**config.mk**
```make
export PLATFORM = sky130hd
export DESIGN_NAME = vmem_wbuf
export DESIGN_NICKNAME = d
export VERILOG_FILES = /design/src/rtl/vmem_wbuf.sv
export SDC_FILE = /design/constraint.sdc
export NUM_CORES = 1
export LEC_CHECK = 0
export ABC_AREA = 1
export BUFFER_PORTS_ARGS = -buffer_cell sky130_fd_sc_hd__buf_2
export CAP_MARGIN = 30
export CORE_AREA = 2 2 211 109
export CTS_CLUSTER_DIAMETER = 120
export DETAILED_ROUTE_END_ITERATION = 10
export DIE_AREA = 0 0 213 111
export HOLD_SLACK_MARGIN = 0.15
export PLACE_DENSITY = 0.79
export RECOVER_POWER = 100
export SLEW_MARGIN = 20
export SYNTH_ARGS = -nofsm -noshare
export SYNTH_HDL_FRONTEND = slang
export SYNTH_SLANG_ARGS = --single-unit
export TNS_END_PERCENT = 1
```
**constraint.sdc**
```tcl
create_clock -name clk_i -period 6.6 [get_ports clk_i]
set_input_delay 0.33 -clock clk_i [delete_from_list [all_inputs] [get_ports clk_i]]
set_output_delay 0.33 -clock clk_i [all_outputs]
set_load 0.05 [all_outputs]
```
**src/rtl/vmem_wbuf.sv**
```systemverilog
// Per-core posted-write buffer feeding the shared video-memory write arbiter.
// Define VMEM_WBUF_COALESCE_EN to merge a write to the newest entry's address into that entry.
module vmem_wbuf #(
   parameter int VMEM_ADDRW = 16,
   parameter int DEPTH      = 4
) (
   input  logic                    clk_i,
   input  logic                    rst_i,
   input  logic                    we_i,
   input  logic [VMEM_ADDRW-1:0]   addr_i,
   input  logic [31:0]             wdata_i,
   output logic                    stall_o,
   output logic                    out_valid_o,
   input  logic                    out_ready_i,
   output logic [VMEM_ADDRW-1:0]   out_addr_o,
   output logic [31:0]             out_wdata_o,
   output logic [$clog2(DEPTH):0]  count_o
);

   localparam int PTRW = $clog2(DEPTH);
   localparam int CNTW = PTRW + 1;

   logic [PTRW-1:0]       head_q, head_d;
   logic [PTRW-1:0]       tail_q, tail_d;
   logic [CNTW-1:0]       count_q, count_d;
   logic [VMEM_ADDRW-1:0] mem_addr_q [DEPTH];
   logic [VMEM_ADDRW-1:0] mem_addr_d [DEPTH];
   logic [31:0]           mem_data_q [DEPTH];
   logic [31:0]           mem_data_d [DEPTH];

   logic full, empty, pop, push, coalesce;

   assign full  = (count_q == CNTW'(DEPTH));
   assign empty = (count_q == '0);
   assign pop   = out_valid_o & out_ready_i;

`ifdef VMEM_WBUF_COALESCE_EN
   logic [PTRW-1:0] last_ptr;
   assign last_ptr = tail_q - PTRW'(1);
   // Merging into the sole entry while it is being popped would lose the write.
   assign coalesce = we_i & ~empty & (addr_i == mem_addr_q[last_ptr])
                     & ~((count_q == CNTW'(1)) & pop);
`else
   assign coalesce = 1'b0;
`endif

   assign push    = we_i & ~full & ~coalesce;
   assign stall_o = we_i & full & ~coalesce;

   assign out_valid_o = ~empty;
   assign out_addr_o  = empty ? '0 : mem_addr_q[head_q];
   assign out_wdata_o = empty ? '0 : mem_data_q[head_q];
   assign count_o     = count_q;

   always_comb begin
      head_d     = pop  ? head_q + PTRW'(1) : head_q;
      tail_d     = push ? tail_q + PTRW'(1) : tail_q;
      count_d    = count_q;
      mem_addr_d = mem_addr_q;
      mem_data_d = mem_data_q;
      case ({push, pop})
         2'b10:   count_d = count_q + CNTW'(1);
         2'b01:   count_d = count_q - CNTW'(1);
         default: count_d = count_q;
      endcase
      if (push) begin
         mem_addr_d[tail_q] = addr_i;
         mem_data_d[tail_q] = wdata_i;
      end
`ifdef VMEM_WBUF_COALESCE_EN
      if (coalesce) begin
         mem_data_d[last_ptr] = wdata_i;
      end
`endif
   end

   always_ff @(posedge clk_i or posedge rst_i) begin
      if (rst_i) begin
         head_q  <= '0;
         tail_q  <= '0;
         count_q <= '0;
         for (int i = 0; i < DEPTH; i++) begin
            mem_addr_q[i] <= '0;
            mem_data_q[i] <= '0;
         end
      end else begin
         head_q     <= head_d;
         tail_q     <= tail_d;
         count_q    <= count_d;
         mem_addr_q <= mem_addr_d;
         mem_data_q <= mem_data_d;
      end
   end

endmodule

```
==> impl_results.md <==
- Status: finished, violations left
- Failing checks: max-capacitance violations, max-slew violations
- Vias per cell: 5.435
- Root Buffer: clkbuf_16
- Max rail drop VDD: 0.0003418 V
- Pleak: between 6 and 7 nW
- WL/cell: 16.79 um
- Largest net degree at the start of global routing: 124
- Min Hold Slack: 0.1560 ns
- Number of nets with antenna violations after routing: 0
- Fmax: approximately 220 MHz
- Global-route usage over all layers: 0.2676
- Critical Path Fanout Max: 63
- Sequential share of the synthesized area: 0.4635
- Synth Warn #: 0
- Share of Yosys cell area claimed by the top area cell type: 0.4635
- # placed instances: ~1,800
- # rows: 39
- Routability congestion estimate: 0.7875
- Resize count post-CTS: 0
- Post-detail-place hpwl: 17,330 um
- Die X: 213 um
- Layout Nets: between 1,500 and 2,000
- Fin Setup TNS: 0 ns
- # setup viols final: 0
- Routed vias: just under 10,000
- Count of input and output buffers: about 100
- # IOs: ~110
- CTS max path bufs: 2
- Hold crit path type: in2reg
- Initial core utilization: 0.4860
- CP arrival: 4.84 ns
- Fin crit period: 4.454 ns
- First drt pass iteration count: 5
- Most common cell after layout, fill and taps aside: nand2_1
- CP max stage cell: clkbuf_1
- Synth unique cells: 18
- Clock transition at path regs: 0.07 ns
- CTS H-Tree Depth: 4
- CP startpoint kind: flip-flop
- Area grow syn2layout: 10.12%
- Clock buffer count from CTS: 17
- Die height: 111 um
- Tot Pwr: 7.243 mW
- Number of failing hold endpoints at the final stage: 0
- Max-slew headroom: -0.9334
- Layout cell share with drive strength beyond 1: 0.07086
- Crit path capture type: flip-flop
- Most frequent cells in the layout: nand2_1, inv_1, dfrtp_1, nand4_1, nand3_1
- Vias in the first global route: 9,447
- Core footprint: 22,110 um2
- CP required: around 7.0 ns
- Finished Layout Cells: 1,818
- Max-slew violation count: 190
- Syn_nets: between 1,500 and 2,000
- Worst-margin pin slew: 2.900 ns
- CP Cell Sequence: inv_1, nand3_1, clkbuf_1, buf_12, nand4_1, nand2_1
- Avg Inst Size Synth: approximately 7.3 um2
- Clock sinks: a little under 200
- WL final: 30,530 um
- PD cells: 612.2 nW/um2
- DRC: 0
- Hold-fix buffers, CTS: 1
- Initial drt markers: 1,140
- Final Cycle Share: 0.6749
- Die ar.: 23,640 um2
- Cells after Synth: 1,474
- Total gr overflow: 0
- Antenna violations before repair: 2
- Worst clock skew: 0.007635 ns
- Post-synth top area cell: dfrtp_1
- Worst R2R Setup Slack: between 2 and 2.5 ns
- Setup bufs post-CTS: 0
- Crit Path Class: reg2reg
- Mapped Area: 10,740 um2
- TritonCTS clock tree: done
- Yosys reg bits: between 150 and 200
- Fill count: 2,115
- Maxcap violations: 4
- Crit path largest cell delay: 2.03 ns
- RSZ-0062 raised after global routing: no
- First-pass GRT wire length: 50,030 um
- Worst skew pair latency: 0.45 ns
- Dominant cells by area after synthesis: dfrtp_1, nand2_1, nand4_1
-- report_power, final --
group	switching, mW	internal, mW
logic	2.99	0.949
registers	0.305	1.78
clock network	0.482	0.732
total	3.78	3.46
-- cell families (layout without fill, tap and decap cells) --
group,after synthesis,in the layout,share of synthesized area
AO/OA/AOI/OAI,50,50,0.02329
XOR/XNOR,2,2,0.001631
adder cells (fa/ha/maj),6,6,0.007687
buffers and inverters,327,363,0.1337
flip-flops,199,199,0.4635
other,0,1,0
AND/OR/NAND/NOR,890,890,0.3701
-- area by class of cell --
class,instances,area (um2),area share
antenna,1,2.502,0.0002115
tap,307,384.1,0.03247
multi-input combinational,948,4317,0.3649
clock buffer,20,456.7,0.03860
sequential,199,4982,0.4212
inverter,206,780.7,0.06600
timing repair buffer,125,685.7,0.05796
clock inverter,12,221.5,0.01872
-- Yosys cell counts --
cell,number
nor2_1,1
a21oi_1,48
ha_1,5
nand3_1,102
fa_1,1
nand3_2,4
nand2_1,590
buf_4,23
clkbuf_1,38
buf_2,44
buf_6,9
inv_2,3
inv_1,203
xnor2_1,2
buf_1,7
dfrtp_1,199
o21ai_0,2
nand4_1,193
-- registers in the layout, summed over array words and instances (netlist names) --
name        cells
mem_data_q    128
tail_q          2
mem_addr_q     64
head_q          2
count_o         3
-- worst paths after layout --
check,end,cells after the start,from
max in group asynchronous,mem_data_q[124]$_DFFE_PP0P_,4,rst_i
min in group asynchronous,mem_data_q[66]$_DFFE_PP0P_,3,rst_i
max reg2reg,mem_data_q[84]$_DFFE_PP0P_,6,count_o[0]$_DFFE_PP0P_
min,head_q[0]$_DFFE_PP0P_,3,out_ready_i
max,mem_data_q[84]$_DFFE_PP0P_,6,count_o[0]$_DFFE_PP0P_
min reg2reg,mem_addr_q[39]$_DFFE_PP0P_,2,mem_addr_q[39]$_DFFE_PP0P_
-- routing by layer --
metal | wire [um] | share of wire | global-route usage | vias to the layer above
met1 | 14110 | 0.46 | 0.4000 | 4719
met3 | 2600 | 0.085 | 0.05326 | 42
met5 | 13 | 0.00043 | 0 | -
met4 | 473 | 0.015 | 0.08345 | 2
li1 | - | - | - | 4731
met2 | 13330 | 0.44 | 0.3894 | 387
-- through the flow --
step / util / area (um2) / setup slack (ns)
finish: 0.5352 / 11830 / 2.146
global route: 0.5351 / 11830 / 1.733
CTS: 0.5392 / 11920 / 3.644
detailed placement: 0.5081 / 11230 / 3.787
global placement: 0.5038 / 11140 / 3.886
floorplan: - / 10740 / 0.8443
-- worst max-delay path, delay by kind of cell, from the launching register on --
| family | cells | cell delay, ns |
|---|---|---|
| flip-flops | 1 | 0.38 |
| buffers and inverters | 3 | 2.44 |
| AND/OR/NAND/NOR | 3 | 1.53 |
Note: power is estimated with default switching activity, not from simulation.
